### config.mk
export PLATFORM = sky130hd
export DESIGN_NAME = id_entry_handler_flat
export DESIGN_NICKNAME = d
export VERILOG_FILES = /design/src/rtl/id_entry_handler_pkg.sv /design/src/rtl/id_entry_handler_if.sv /design/src/rtl/id_entry_handler.sv /design/src/flat_wrapper.sv
export SDC_FILE = /design/constraint.sdc
export NUM_CORES = 1
export LEC_CHECK = 0
export CORE_UTILIZATION = 25
export CTS_CLUSTER_DIAMETER = 200
export DETAILED_ROUTE_END_ITERATION = 12
export GPL_ROUTABILITY_DRIVEN = 1
export SLEW_MARGIN = 20
export SYNTH_ARGS = -nofsm -noshare
export SYNTH_HDL_FRONTEND = slang
export SYNTH_SLANG_ARGS = --single-unit
### constraint.sdc
create_clock -name clk -period 1.5 [get_ports clk]
set_input_delay 0.15 -clock clk [delete_from_list [all_inputs] [get_ports clk]]
set_output_delay 0.15 -clock clk [all_outputs]
set_load 0.1 [all_outputs]
### src/rtl/id_entry_handler_pkg.sv
// Shared definitions for the login front end: state encoding, ROM geometry
// and the empty-slot marker. The password stage imports this for its
// player-address width.
package id_entry_handler_pkg;

  localparam int NUM_USERS = 8;
  localparam int ID_WIDTH  = 16;
  localparam int ADDR_W    = $clog2(NUM_USERS);
  localparam int DCNT_W    = 3;

  localparam logic [ID_WIDTH-1:0] EMPTY_ID = 16'hFFFF;

  typedef enum logic [3:0] {
    ST_STANDBY   = 4'd0,
    ST_DIGIT2    = 4'd1,
    ST_DIGIT3    = 4'd2,
    ST_DIGIT4    = 4'd3,
    ST_FETCH_ROM = 4'd4,
    ST_CATCH_ROM = 4'd5,
    ST_COMPARE   = 4'd6,
    ST_MATCHED   = 4'd7,
    ST_NOMATCH   = 4'd8
  } state_t;

endpackage

### src/rtl/id_entry_handler_if.sv
// Bundle of switch/button inputs, ID ROM port and password-stage handshake.
// master: the environment (switches, ROM, password checker); slave: the handler.
interface id_entry_handler_if;
  import id_entry_handler_pkg::*;

  logic [3:0]          IDSwitch;
  logic                IDButton;
  logic                ClearID;
  logic [ADDR_W-1:0]   ROM_Address;
  logic [ID_WIDTH-1:0] ROM_Data;
  logic                MatchedID;
  logic [ADDR_W-1:0]   PlayerAddress_to_PW;
  logic                IDError;
  logic [DCNT_W-1:0]   DigitCount;

  modport master (
    output IDSwitch, IDButton, ClearID, ROM_Data,
    input  ROM_Address, MatchedID, PlayerAddress_to_PW, IDError, DigitCount
  );

  modport slave (
    input  IDSwitch, IDButton, ClearID, ROM_Data,
    output ROM_Address, MatchedID, PlayerAddress_to_PW, IDError, DigitCount
  );

endinterface

### src/rtl/id_entry_handler.sv
// Collects a 4-digit hex ID and scans the ID ROM for a match.
//
// state     | meaning
// ----------+------------------------------------------------
// STANDBY   | waiting for first digit
// DIGIT2    | one digit held, waiting for second
// DIGIT3    | two digits held, waiting for third
// DIGIT4    | three digits held, waiting for fourth
// FETCH_ROM | ROM_Address presented to the synchronous ROM
// CATCH_ROM | ROM word arriving, captured on exit
// COMPARE   | captured word checked against the entered ID
// MATCHED   | ID found, held until ClearID
// NOMATCH   | one-cycle error pulse, then back to STANDBY
module id_entry_handler #(
  parameter int NUM_USERS = id_entry_handler_pkg::NUM_USERS,
  parameter int ID_WIDTH  = id_entry_handler_pkg::ID_WIDTH
) (
  input  logic                clk,
  input  logic                rst,
  id_entry_handler_if.slave   bus
);
  import id_entry_handler_pkg::*;

  localparam logic [ADDR_W-1:0] LAST_ADDR = ADDR_W'(NUM_USERS - 1);

  state_t              state_q, state_d;
  logic [ID_WIDTH-1:0] entered_id_q, entered_id_d;
  logic [ID_WIDTH-1:0] rom_word_q, rom_word_d;
  logic [ADDR_W-1:0]   rom_addr_q, rom_addr_d;
  logic [ADDR_W-1:0]   player_addr_q, player_addr_d;
  logic [DCNT_W-1:0]   digit_cnt_q, digit_cnt_d;

  logic id_hit;
  logic last_entry;

  // An empty slot never matches, so an entered FFFF always scans to NOMATCH.
  assign id_hit     = (rom_word_q == entered_id_q) && (rom_word_q != EMPTY_ID);
  assign last_entry = (rom_addr_q == LAST_ADDR);

  // State and datapath registers.
  always_ff @(posedge clk or negedge rst) begin
    if (!rst) begin
      state_q       <= ST_STANDBY;
      entered_id_q  <= '0;
      rom_word_q    <= '0;
      rom_addr_q    <= '0;
      player_addr_q <= '0;
      digit_cnt_q   <= '0;
    end else begin
      state_q       <= state_d;
      entered_id_q  <= entered_id_d;
      rom_word_q    <= rom_word_d;
      rom_addr_q    <= rom_addr_d;
      player_addr_q <= player_addr_d;
      digit_cnt_q   <= digit_cnt_d;
    end
  end

  // Next-state decode; ClearID overrides every state, including a same-cycle digit.
  always_comb begin
    state_d = state_q;
    if (bus.ClearID) begin
      state_d = ST_STANDBY;
    end else begin
      case (state_q)
        ST_STANDBY:   if (bus.IDButton) state_d = ST_DIGIT2;
        ST_DIGIT2:    if (bus.IDButton) state_d = ST_DIGIT3;
        ST_DIGIT3:    if (bus.IDButton) state_d = ST_DIGIT4;
        ST_DIGIT4:    if (bus.IDButton) state_d = ST_FETCH_ROM;
        ST_FETCH_ROM: state_d = ST_CATCH_ROM;
        ST_CATCH_ROM: state_d = ST_COMPARE;
        ST_COMPARE: begin
          if (id_hit)          state_d = ST_MATCHED;
          else if (last_entry) state_d = ST_NOMATCH;
          else                 state_d = ST_FETCH_ROM;
        end
        ST_MATCHED:   state_d = ST_MATCHED;
        ST_NOMATCH:   state_d = ST_STANDBY;
        default:      state_d = ST_STANDBY;
      endcase
    end
  end

  // Datapath next values: digit shift, ROM capture, address walk, match latch.
  always_comb begin
    entered_id_d  = entered_id_q;
    rom_word_d    = rom_word_q;
    rom_addr_d    = rom_addr_q;
    player_addr_d = player_addr_q;
    digit_cnt_d   = digit_cnt_q;
    if (bus.ClearID) begin
      entered_id_d  = '0;
      rom_addr_d    = '0;
      player_addr_d = '0;
      digit_cnt_d   = '0;
    end else begin
      case (state_q)
        ST_STANDBY, ST_DIGIT2, ST_DIGIT3, ST_DIGIT4: begin
          if (bus.IDButton) begin
            entered_id_d = {entered_id_q[ID_WIDTH-5:0], bus.IDSwitch};
            digit_cnt_d  = digit_cnt_q + 1'b1;
            if (state_q == ST_DIGIT4) rom_addr_d = '0;
          end
        end
        ST_CATCH_ROM: rom_word_d = bus.ROM_Data;
        ST_COMPARE: begin
          if (id_hit)           player_addr_d = rom_addr_q;
          else if (!last_entry) rom_addr_d    = rom_addr_q + 1'b1;
        end
        ST_NOMATCH: begin
          entered_id_d = '0;
          rom_addr_d   = '0;
          digit_cnt_d  = '0;
        end
        default: ;
      endcase
    end
  end

  // Outputs: flags decoded from state, everything else straight from registers.
  always_comb begin
    bus.MatchedID           = (state_q == ST_MATCHED);
    bus.IDError             = (state_q == ST_NOMATCH);
    bus.ROM_Address         = rom_addr_q;
    bus.PlayerAddress_to_PW = player_addr_q;
    bus.DigitCount          = digit_cnt_q;
  end

endmodule

### src/flat_wrapper.sv
// flat-port wrapper written by rule: the top's interface ports become plain ports
module id_entry_handler_flat import id_entry_handler_pkg::*;
#(
  parameter int NUM_USERS = id_entry_handler_pkg::NUM_USERS,
  parameter int ID_WIDTH  = id_entry_handler_pkg::ID_WIDTH
)
  (clk, rst, bus_IDSwitch, bus_IDButton, bus_ClearID, bus_ROM_Data, bus_ROM_Address, bus_MatchedID, bus_PlayerAddress_to_PW, bus_IDError, bus_DigitCount);
  id_entry_handler_if bus_i ();
  input  logic clk;
  input  logic rst;
  input wire logic [$bits(bus_i.IDSwitch)-1:0] bus_IDSwitch;
  input wire logic [$bits(bus_i.IDButton)-1:0] bus_IDButton;
  input wire logic [$bits(bus_i.ClearID)-1:0] bus_ClearID;
  input wire logic [$bits(bus_i.ROM_Data)-1:0] bus_ROM_Data;
  output wire logic [$bits(bus_i.ROM_Address)-1:0] bus_ROM_Address;
  output wire logic [$bits(bus_i.MatchedID)-1:0] bus_MatchedID;
  output wire logic [$bits(bus_i.PlayerAddress_to_PW)-1:0] bus_PlayerAddress_to_PW;
  output wire logic [$bits(bus_i.IDError)-1:0] bus_IDError;
  output wire logic [$bits(bus_i.DigitCount)-1:0] bus_DigitCount;
  assign bus_i.IDSwitch = bus_IDSwitch;
  assign bus_i.IDButton = bus_IDButton;
  assign bus_i.ClearID = bus_ClearID;
  assign bus_i.ROM_Data = bus_ROM_Data;
  assign bus_ROM_Address = bus_i.ROM_Address;
  assign bus_MatchedID = bus_i.MatchedID;
  assign bus_PlayerAddress_to_PW = bus_i.PlayerAddress_to_PW;
  assign bus_IDError = bus_i.IDError;
  assign bus_DigitCount = bus_i.DigitCount;
  id_entry_handler #(.NUM_USERS(NUM_USERS), .ID_WIDTH(ID_WIDTH)) u_core (.clk(clk), .rst(rst), .bus(bus_i));
endmodule
==> results of run 1 <==
==> timing repair <==
item                                    in CTS  in global routing
pin swaps                                   10                  9
resized for setup                           11                  9
hold buffers                                 1                  0
setup buffers                                2                  3
cloned                                       0                  0
endpoints found under the setup margin      42                 47
hold endpoints to repair                    13                  0
==> registers in the layout, indices dropped and copies added, names as in the netlist <==
register	count
u_core.rom_word_q	16
u_core.state_q	4
u_core.bus.PlayerAddress_to_PW	3
u_core.bus.DigitCount	3
u_core.bus.ROM_Address	3
u_core.entered_id_q	16
==> layout make-up <==
| type | instances | area (sq um) |
|---|---|---|
| clock inverters | 2 | 38.79 |
| fillers | 870 | 5331 |
| flip-flops and latches | 45 | 1134 |
| well taps | 108 | 135.1 |
| repair buffers | 80 | 854.6 |
| clock buffers | 6 | 72.57 |
| multi-input cells | 160 | 1264 |
| inverters | 5 | 18.77 |
==> cells in the final DEF (no fill, tap or decap), types with 5 or more instances in the layout <==
cell type,synthesis,final
dfrtp_1,45,39
nand2_1,39,39
xnor2_2,0,5
buf_12,0,15
mux2_2,11,11
o21ai_0,19,19
clkdlybuf4s50_1,0,22
buf_4,0,38
inv_1,5,5
xnor2_1,16,11
dfrtp_2,0,6
clkbuf_8,0,5
nand4_1,13,13
==> path summary, 6_finish.rpt <==
| check | from | end | depth (start not counted) |
|---|---|---|---|
| setup / recovery | u_core.entered_id_q[3] | u_core.bus.PlayerAddress_to_PW[1] | 5 |
| hold / removal | rst | u_core.entered_id_q[1] | 2 |
| setup reg to reg | u_core.entered_id_q[3] | u_core.bus.PlayerAddress_to_PW[1] | 5 |
| hold reg to reg | u_core.entered_id_q[14] | u_core.entered_id_q[14] | 2 |
| max in group asynchronous | rst | u_core.bus.ROM_Address[1] | 3 |
| min in group clk | bus_IDSwitch[0] | u_core.entered_id_q[0] | 3 |
==> where the power goes <==
part | leakage, nW | internal, W | switching, W
Sequential | 0.605 | 0.00128 | 0.0000797
Combinational | 0.817 | 0.000373 | 0.000366
Clock | 0.0554 | 0.000501 | 0.000422
==> metrics by stage <==
stage | worst slack [ns] | std cells | TNS, ns | total power, W
6_report | -0.1859 | 406 | -1.584 | 0.003022
5_1_grt | -0.3062 | 406 | -4.807 | 0.003191
4_1_cts | -0.1966 | 403 | -2.425 | 0.003015
3_5_place_dp | -0.1971 | 392 | -3.558 | 0.002049
3_3_place_gp | -0.1748 | 392 | -3.408 | 0.002039
2_1_floorplan | -0.8627 | 217 | -18.61 | 0.001721
==> critical path, stage by stage (launching register included) <==
cell and delay (ns):
dfrtp_1 0.42, xnor2_2 0.17, nand4_1 0.20, or3_4 0.46, o31ai_2 0.23, a21oi_1 0.10
==> per-layer routing <==
layer | track usage | share of wire | up-vias
li1 | - | - | 925
met1 | 0.1641 | 0.49 | 868
met2 | 0.1923 | 0.47 | 31
met3 | 0.02792 | 0.030 | 6
met4 | 0.03100 | 0.011 | 0
met5 | 0 | 0 | -
==> cells by family after synthesis <==
logic type      Yosys count  synth area share
flops                    45            0.4849
compound gates           42            0.1228
fa+ha+maj                 3           0.01617
xor+xnor                 17           0.06412
simple gates             82            0.2021
buf+inv                  12           0.02586
mux                      16           0.08405
==> out/summary.json, run 1 <==
{
  "cts-buffers-inserted": {"value": 5},
  "syn-mean-instance-area": {"value": 10.70, "unit": "sq um"},
  "routed_via_density": {"value": 4.507},
  "status": {"value": "finished with violations"},
  "timing.final.setup_violations": {"value": 16},
  "synth.top_cells.by_count": {"value": "dfrtp_1 (45), nand2_1 (39), o21ai_0 (19)"},
  "violations_in_the_final_reports": {"value": "design-rule violations, negative setup slack"},
  "grt_overflow": {"value": 0},
  "postSynth.topFlopCell": {"value": "dfrtp_1"},
  "max-slew-margin-rel": {"value": 0.7381},
  "synth.net_count": {"value": 244},
  "yosysTopAreaCellShare": {"value": 0.4849},
  "p_per_area": {"value": 859.2, "unit": "nW/um^2"},
  "number_of_flops_mapped_to_enable_cells_by_yosys": {"value": 0},
  "nets": {"value": 324},
  "worst_setup_hold_path_clk_slew": {"value": 0.09, "unit": "ns"},
  "dr.first_iter.drc_count": {"value": 69},
  "post_synthesis_cell_area": {"value": 2322, "unit": "sq um"},
  "timing.fmax": {"value": 593.1, "unit": "MHz"},
  "cts_sinks": {"value": 45},
  "core_region_area": {"value": 8848, "unit": "sq um"},
  "timing.critical_path.to_type": {"value": "flip-flop"},
  "placed_area": {"value": 3247, "unit": "sq um"},
  "finalClockSkew": {"value": 0.007937, "unit": "ns"},
  "horizontal_die_dimension": {"value": 98.38, "unit": "microns"},
  "global_route_wire_length_before_repair": {"value": 9156, "unit": "microns"},
  "hold_path.class": {"value": "in2async"},
  "via_count_of_the_first_global_routing_pass": {"value": 1848},
  "worstPathRequired": {"value": 1.68, "unit": "ns"},
  "worstSkewPairLatency": {"value": 0.30, "unit": "ns"},
  "critical_path_arrival": {"value": 1.86, "unit": "ns"},
  "yosys.cell_count.top_type": {"value": "dfrtp_1"},
  "total_routing_usage_gr": {"value": 0.1203},
  "post-route-worst-setup-slack": {"value": -0.1859, "unit": "ns"},
  "timing.final.crit_share": {"value": 1.124},
  "utilization": {"value": 0.3975},
  "max_slew.worst_pin.slew": {"value": 0.3888, "unit": "ns"},
  "detail_route.first_pass.iterations": {"value": 8},
  "post_synth_inst_count": {"value": 217},
  "finalMaxSlewViolations": {"value": 0},
  "final_layout_size_suffix_gt1_frac": {"value": 0.3792},
  "peakVddDrop": {"value": 0.3518, "unit": "mV"},
  "place_hpwl": {"value": 4032, "unit": "microns"},
  "max_cap_viol_count": {"value": 0},
  "synth-seq-cells": {"value": 45},
  "crit_fanout": {"value": 3},
  "routed_wl": {"value": 5399, "unit": "microns"},
  "design_area": {"value": 3517, "unit": "sq um"},
  "port-buffer-count": {"value": 34},
  "report.final.hold_viol_count": {"value": 0},
  "ant_nets": {"value": 0},
  "root_buffer": {"value": "clkbuf_8"},
  "grt_setup_unrepaired": {"value": "true"},
  "yosys.area.top_type": {"value": "dfrtp_1"},
  "finalWorstPathRequiredPeriod": {"value": 1.686, "unit": "ns"},
  "post_synth_main_area_contributors": {"value": "dfrtp_1 (48%), nand2_1 (6.3%), xnor2_1 (6.0%)"},
  "worstSetupPathType": {"value": "reg2reg"},
  "avgRoutedWirePerCell": {"value": 13.30, "unit": "microns"},
  "synth_async_sr_flop_share": {"value": 1.000},
  "yosysSeqAreaShare": {"value": 0.4849},
  "top_level_ports": {"value": 35},
  "ys_types": {"value": 46},
  "power_leakage": {"value": 1.477, "unit": "nW"},
  "grt_antenna_before_repair": {"value": 0},
  "die_y": {"value": 98.38, "unit": "microns"},
  "placementRows": {"value": 34},
  "dieArea": {"value": 9679, "unit": "sq um"},
  "synth_warnings": {"value": 0},
  "detail_route.drc_violations": {"value": 2},
  "maximum_number_of_pins_on_one_net_before_global_route_repair": {"value": 35},
  "ff2ff_setup_slack": {"value": -0.19, "unit": "ns"},
  "clock_path_buffers": {"value": 2},
  "area.growth.synth_to_final": {"value": 51.45, "unit": "%"},
  "total_via_count_after_detailed_routing": {"value": 1830},
  "setup.worst_path.start_class": {"value": "flip-flop"},
  "start_util": {"value": 0.2624},
  "worst_hold_slack_across_all_endpoints": {"value": 0.3175, "unit": "ns"},
  "cts_tree": {"value": "yes"},
  "insertedDiodeCount": {"value": 0},
  "routabilityCongestion": {"value": 0.7873},
  "htree_levels": {"value": 2}
}
(Power assumes the default switching activity.)
==> inputs of run 2 (changes only) <==
--- a/config.mk
+++ b/config.mk
@@ -6,5 +6,5 @@
 export NUM_CORES = 1
 export LEC_CHECK = 0
-export CORE_UTILIZATION = 25
+export CORE_UTILIZATION = 40
 export CTS_CLUSTER_DIAMETER = 200
 export DETAILED_ROUTE_END_ITERATION = 12
==> constraint.sdc (replaced) <==
create_clock -name clk -period 1.5 [get_ports clk]
set_input_delay 0.15 -clock clk [delete_from_list [all_inputs] [get_ports clk]]
set_output_delay 0.15 -clock clk [all_outputs]
set_load 0.005 [all_outputs]
==> out/summary.json, run 2 (synthesis results as in run 1) <==
{
  "status": {"value": "finished with violations"},
  "violations_in_the_final_reports": {"value": "negative setup slack"},
  "ff2ff_setup_slack": {"value": -0.15, "unit": "ns"},
  "switching_portion_of_total_power": {"value": 0.2807},
  "cts_sinks": {"value": 45},
  "peakVddDrop": {"value": 0.5509, "unit": "mV"},
  "mostFrequentLayoutCell": {"value": "dfrtp_1"},
  "avgRoutedWirePerCell": {"value": 15.12, "unit": "microns"},
  "timing.critical_path.to_type": {"value": "output port"},
  "ant_nets": {"value": 0},
  "grt_setup_unrepaired": {"value": "true"},
  "timing.final.setup_violations": {"value": 42},
  "max_stage_delay": {"value": 0.50, "unit": "ns"},
  "horizontal_die_dimension": {"value": 78.20, "unit": "microns"},
  "hold_path.class": {"value": "in2async"},
  "final_layout_size_suffix_gt1_frac": {"value": 0.3679},
  "finalClockSkew": {"value": 0.005394, "unit": "ns"},
  "critical_path.reg2reg.endpoint": {"value": "u_core.bus.PlayerAddress_to_PW[2]"},
  "post-route-worst-setup-slack": {"value": -0.1760, "unit": "ns"},
  "nets": {"value": 326},
  "critPathTopFamily": {"value": "buffers and inverters"},
  "power_frac_seq": {"value": 0.491},
  "path_buf_inv": {"value": 2},
  "timing.setup.tns": {"value": -3.122, "unit": "ns"},
  "max_slew.worst_pin.slew": {"value": 0.3563, "unit": "ns"},
  "timing.final.crit_share": {"value": 1.117},
  "routed_wl": {"value": 5609, "unit": "microns"},
  "worstSetupPathType": {"value": "reg2out"},
  "cell_internal_pwr": {"value": 0.001978, "unit": "W"},
  "p_sw": {"value": 0.0007719, "unit": "W"},
  "clock_path_buffers": {"value": 2},
  "htree_levels": {"value": 2},
  "final_cell_count_no_fill": {"value": 371},
  "routed_via_density": {"value": 5.030},
  "dieArea": {"value": 6114, "unit": "sq um"},
  "root_buffer": {"value": "clkbuf_8"},
  "report.final.hold_viol_count": {"value": 0},
  "critical_path_arrival": {"value": 1.53, "unit": "ns"},
  "grt_antenna_before_repair": {"value": 0},
  "finalWorstPathRequiredPeriod": {"value": 1.676, "unit": "ns"},
  "crit_chain": {"value": "buf_4 -> nand2_1 -> nor2_1 -> clkdlybuf4s50_1"},
  "r2r.worst_path.cells": {"value": 5},
  "placedCellCount": {"value": 350},
  "port-buffer-count": {"value": 34},
  "grt_overflow": {"value": 0},
  "routabilityCongestion": {"value": 0.8316},
  "startpoint_of_the_lowest_slack_register_to_register_path": {"value": "u_core.entered_id_q[11]"},
  "timing.fmax": {"value": 596.6, "unit": "MHz"},
  "pwr-share-clk": {"value": 0.276},
  "placementRows": {"value": 27},
  "power_leakage": {"value": 1.477, "unit": "nW"},
  "place_hpwl": {"value": 3591, "unit": "microns"},
  "die_y": {"value": 78.20, "unit": "microns"},
  "most-common-layout-cells": {"value": "dfrtp_1 (43), buf_4 (31), clkdlybuf4s50_1 (31), nand2_1 (30), xnor2_1 (15)"},
  "logic_depth_of_the_worst_setup_path_including_buffers": {"value": 4},
  "area.growth.synth_to_final": {"value": 46.77, "unit": "%"},
  "cts_tree": {"value": "yes"},
  "total_power": {"value": 0.002750, "unit": "W"},
  "max_cap_viol_count": {"value": 0},
  "total_via_count_after_detailed_routing": {"value": 1866},
  "maximum_number_of_pins_on_one_net_before_global_route_repair": {"value": 46},
  "detail_route.drc_violations": {"value": 0},
  "core_region_area": {"value": 5540, "unit": "sq um"},
  "detail_route.first_pass.iterations": {"value": 4},
  "finalMaxSlewViolations": {"value": 0},
  "setup.worst_path.start_class": {"value": "flip-flop"},
  "crit_fanout": {"value": 4},
  "worst_setup_hold_path_clk_slew": {"value": 0.08, "unit": "ns"},
  "top_level_ports": {"value": 35},
  "cts-buffers-inserted": {"value": 5},
  "global_route_wire_length_before_repair": {"value": 9170, "unit": "microns"},
  "utilization": {"value": 0.6152},
  "insertedDiodeCount": {"value": 0},
  "dr.first_iter.drc_count": {"value": 125},
  "via_count_of_the_first_global_routing_pass": {"value": 1797},
  "worstSkewPairLatency": {"value": 0.29, "unit": "ns"},
  "top_regs": {"value": "u_core.entered_id_q: 16 flops, u_core.rom_word_q: 16 flops, u_core.state_q: 4 flops"},
  "max-slew-margin-rel": {"value": 0.7600},
  "worstPathRequired": {"value": 1.35, "unit": "ns"},
  "p_per_area": {"value": 806.8, "unit": "nW/um^2"},
  "share_comb_of_total_power": {"value": 0.233},
  "start_util": {"value": 0.4192},
  "cpMaxStageDelayCell": {"value": "clkdlybuf4s50_1"},
  "total_routing_usage_gr": {"value": 0.1950}
}
run 2: cell types whose count changed in the layout (fill, tap and decap cells not counted), moves of 4 or more:
cell / delta
clkdlybuf4s50_1: +9
dfrtp_2: -4
o21ai_1: +11
o21ai_0: -14
xnor2_2: -4
buf_4: -7
xnor2_1: +4
dfrtp_1: +4
buf_12: -13
nand2_1: -9
nand2_2: +9
buf_6: +8
run 2: power by group through the flow:
| stage | registers [W] | clock network, W | logic (W) |
|---|---|---|---|
| after floorplan | 0.00136 | 0 | 0.000288 |
| after global placement | 0.00137 | 0 | 0.000520 |
| after detailed placement | 0.00137 | 0 | 0.000526 |
| after CTS | 0.00135 | 0.000777 | 0.000585 |
| after global routing | 0.00136 | 0.000833 | 0.000697 |
| final | 0.00135 | 0.000759 | 0.000639 |
run 2: area by class of cell:
type                       count  area (sq um)
clock buffer                   7         86.33
fill                         487          2132
inverter                       5         18.77
multi-input combinational    160          1287
sequential                    45          1129
tap                           72         90.09
timing repair buffer          82         797.0
run 2: how the worst max path moves through the flow:
stage / startpoint / end / slack (ns)
detailed placement: bus_ClearID / u_core.entered_id_q[9] / -0.15
global placement: u_core.rom_word_q[9] / u_core.bus.PlayerAddress_to_PW[2] / -0.16
global route: u_core.entered_id_q[9] / u_core.state_q[0] / -0.28
finish: u_core.state_q[0] / bus_MatchedID / -0.18
floorplan: u_core.rom_word_q[4] / u_core.state_q[0] / -0.07
CTS: u_core.rom_word_q[13] / u_core.state_q[1] / -0.19
run 2: repair_timing:
action / in CTS / in global routing
hold endpoints to repair: 45 / 0
gates resized for setup: 39 / 36
pin swaps: 28 / 18
setup endpoints to repair: 35 / 48
buffers inserted: 6 / 5
hold buffers: 1 / 0
gates cloned: 2 / 3
run 2: through the flow:
step | cell area [sq um] | setup slack [ns] | hold slack [ns]
floorplan | 2326 | -0.06578 | -0.1456
global placement | 2990 | -0.1570 | 0.1493
detailed placement | 2990 | -0.1509 | 0.1521
CTS | 3267 | -0.1943 | 0.3671
global route | 3408 | -0.2793 | 0.3912
finish | 3408 | -0.1760 | 0.3531
run 2: metal layers:
layer  share of wire  GRT usage
met1            0.48     0.2841
met2            0.48     0.2982
met5               0          0
met3           0.035    0.03953
met4          0.0086    0.04444
run 2: worst min-delay path: stages:
cell and delay (ns):
dlygate4sd3_1 0.52, buf_2 0.12, buf_12 0.24
==> patch: new RTL, config.mk and constraints of run 1 <==
Set the package constant `NUM_USERS` to 16 (it was 8).
--- a/src/rtl/id_entry_handler_pkg.sv
+++ b/src/rtl/id_entry_handler_pkg.sv
@@ -3,7 +3,7 @@
 // player-address width.
 package id_entry_handler_pkg;
 
-  localparam int NUM_USERS = 8;
+  localparam int NUM_USERS = 16;
   localparam int ID_WIDTH  = 16;
   localparam int ADDR_W    = $clog2(NUM_USERS);
   localparam int DCNT_W    = 3;
Interface: changed (resized bus_PlayerAddress_to_PW and bus_ROM_Address); port bits go from 35 to 37. No check against the original RTL was run, so the function may have changed too.
==> patch against run 1 <==
- the run still ends with design-rule violations, negative setup slack left
- clock skew is 0.0079 ns higher
- critical endpoint is now u_core.bus.ROM_Address[1]
- sequential share of layout area fell by 0.76 points
- combinational power shrank 10%
- worst setup slack gained 0.00071 ns
- final area is 7.5% higher
- critical path depth rose by 1
- count of clock-buffer cells in the layout down 1
- sequential power is 5% higher
- area after synthesis fell by 0.70%
- synthesized cell count is 2.8% higher
- wire length increased by 15%
- total power up 1.7%
- maximum frequency about the same
- sequential cell count increased by 2
==> patch: results (changes against run 1) <==
[cells_and_area]
nFillCells=826  ; -5.1%
nets=340  ; +4.9%
antennaDiodeCount=0  ; unchanged
layout-drive-gt1-share_pct=41.9  ; +4.0 points
reg_top3=u_core.entered_id_q x16, u_core.rom_word_q x16

[grt]
track_usage_pct=12.4  ; +0.36 points
grt_first_pass_wirelength_um=9490  ; +3.6%
grt_max_degree=37  ; +5.7%
first_global_vias=1940  ; +5.0%

[outcome]
status=finished with violations
violations=design-rule violations, negative setup slack

[clock_tree]
clk_transition_reported_paths_ns=0.11  ; +0.02 ns
cts_root_buf=clkbuf_8
clockBufferDepth=2  ; unchanged
numCtsBuffers=5  ; unchanged

[detailed_routing]
drc=2  ; unchanged
wl_per_cell_um=14.6  ; +10%
via_per_inst=4.62  ; +2.5%
vias=1955  ; +6.8%
drt_iter0_markers=121  ; +75%

[critical_path]
ff2ff_setup_slack_ns=-0.19  ; about the same
reg2reg_from=u_core.entered_id_q[10]
reg2reg_depth=6  ; +1
critPathMaxFanout=9  ; +6
cpMaxStageDelayCell=dfrtp_1
crit_arrival_ns=1.88  ; +0.02 ns
r2r-end=u_core.bus.ROM_Address[1]
crit_path_max_incr_delay_ns=0.42  ; -0.04 ns

[pwr]
leakagePower_nw=1.67  ; +13%
ir_worst_vdd_v=0.000317  ; -9.9%
p_int_w=0.00221  ; +2.8%

[synth]
yosysSeqAreaShare_pct=51.0  ; +2.5 points
synthFlopType=dfrtp_1
syn_nets=249  ; +2.0%
synth_area_per_cell_um2=10.3  ; -3.4%
synthArstFlopShare_pct=100  ; unchanged
synthTopCellsByCount=dfrtp_1 (47), nand2_1 (39), o21ai_0 (21)
synthTopCellsByArea=dfrtp_1 (51%), mux2_2 (8.3%), nand2_1 (6.3%)
ys_types=40  ; -13%

[placed_design]
place_area_mm2=0.00325  ; +0.19%
port_buffers=36  ; +5.9%
dp_cells=399  ; +1.8%
dp_hpwl_um=4090  ; +1.5%
place_congestion=0.843  ; +7.0%
place_ws_ns=-0.312  ; -0.115 ns

[timing]
tightestPinTransition_ns=0.408  ; +0.0189 ns
fin_setup_tns_ns=-3.18  ; -1.60 ns
setup_ws_ns=-0.185  ; +0.000712 ns
finalSetupViolations=37  ; +21
clock_skew_ns=0.0159  ; +0.00794 ns

[hold_path]
min_path_type=in -> async

-- patch: area by class of cell --
type	count	area, µm²	area share, %
inverters	4	15.0	0.397
flip-flops and latches	47	1190	31.5
clock inverters	3	46.3	1.22
well taps	108	135	3.57
repair buffers	94	1080	28.6
clock buffers	5	68.8	1.82
multi-input cells	162	1250	33.0
-- patch: kinds of logic after synthesis --
family	share of synthesized area, %
AO/OA/AOI/OAI	9.88
XOR/XNOR	6.46
adder cells (fa/ha/maj)	1.09
buffers and inverters	3.15
flip-flops	51.0
multiplexers	10.0
AND/OR/NAND/NOR	18.4
-- patch: worst max-delay path by stage --
stage | start | to | slack [ns] | cells after the start
after floorplan | u_core.state_q[0] | u_core.bus.ROM_Address[1] | -0.90 | 5
after global placement | u_core.rom_word_q[11] | u_core.bus.ROM_Address[1] | -0.31 | 6
after detailed placement | u_core.rom_word_q[11] | u_core.bus.ROM_Address[1] | -0.31 | 6
after CTS | u_core.rom_word_q[15] | u_core.bus.ROM_Address[2] | -0.19 | 6
after global routing | u_core.entered_id_q[10] | u_core.bus.ROM_Address[1] | -0.25 | 6
final | u_core.entered_id_q[10] | u_core.bus.ROM_Address[1] | -0.19 | 6
-- patch: power by group through the flow --
stage | combinational, W | clock (W) | sequential [W]
final | 0.000663 | 0.000980 | 0.00143
after global routing | 0.000712 | 0.00106 | 0.00144
after CTS | 0.000566 | 0.000987 | 0.00143
after detailed placement | 0.000537 | 0 | 0.00146
after global placement | 0.000530 | 0 | 0.00145
after floorplan | 0.000214 | 0 | 0.00150
-- patch: stage by stage --
| stage | power, W | utilization [%] | hold slack (ns) |
|---|---|---|---|
| after floorplan | 0.00171 | - | -0.146 |
| after global placement | 0.00198 | 36.9 | 0.101 |
| after detailed placement | 0.00199 | 36.9 | 0.105 |
| after CTS | 0.00298 | 39.4 | 0.308 |
| after global routing | 0.00321 | 42.9 | 0.321 |
| final | 0.00307 | 42.9 | 0.301 |
-- patch: timing repair --
item	CTS	global route
pin swaps	10	19
gates resized for setup	15	54
buffers inserted	4	6
cloned	0	5
endpoints found under the setup margin	49	49
endpoints found under the hold margin	15	0
hold buffers	1	0
-- patch: per-layer routing --
layer  share of wire (%)  global-route usage, %  wire length [µm]  vias up
met5                   0                      0                 0        -
met4                 1.6                   4.55                99        0
met3                 2.7                   2.15               169        6
met2                  51                   20.7              3160       28
met1                  45                   16.0              2760      957
li1                    -                      -                 -      964
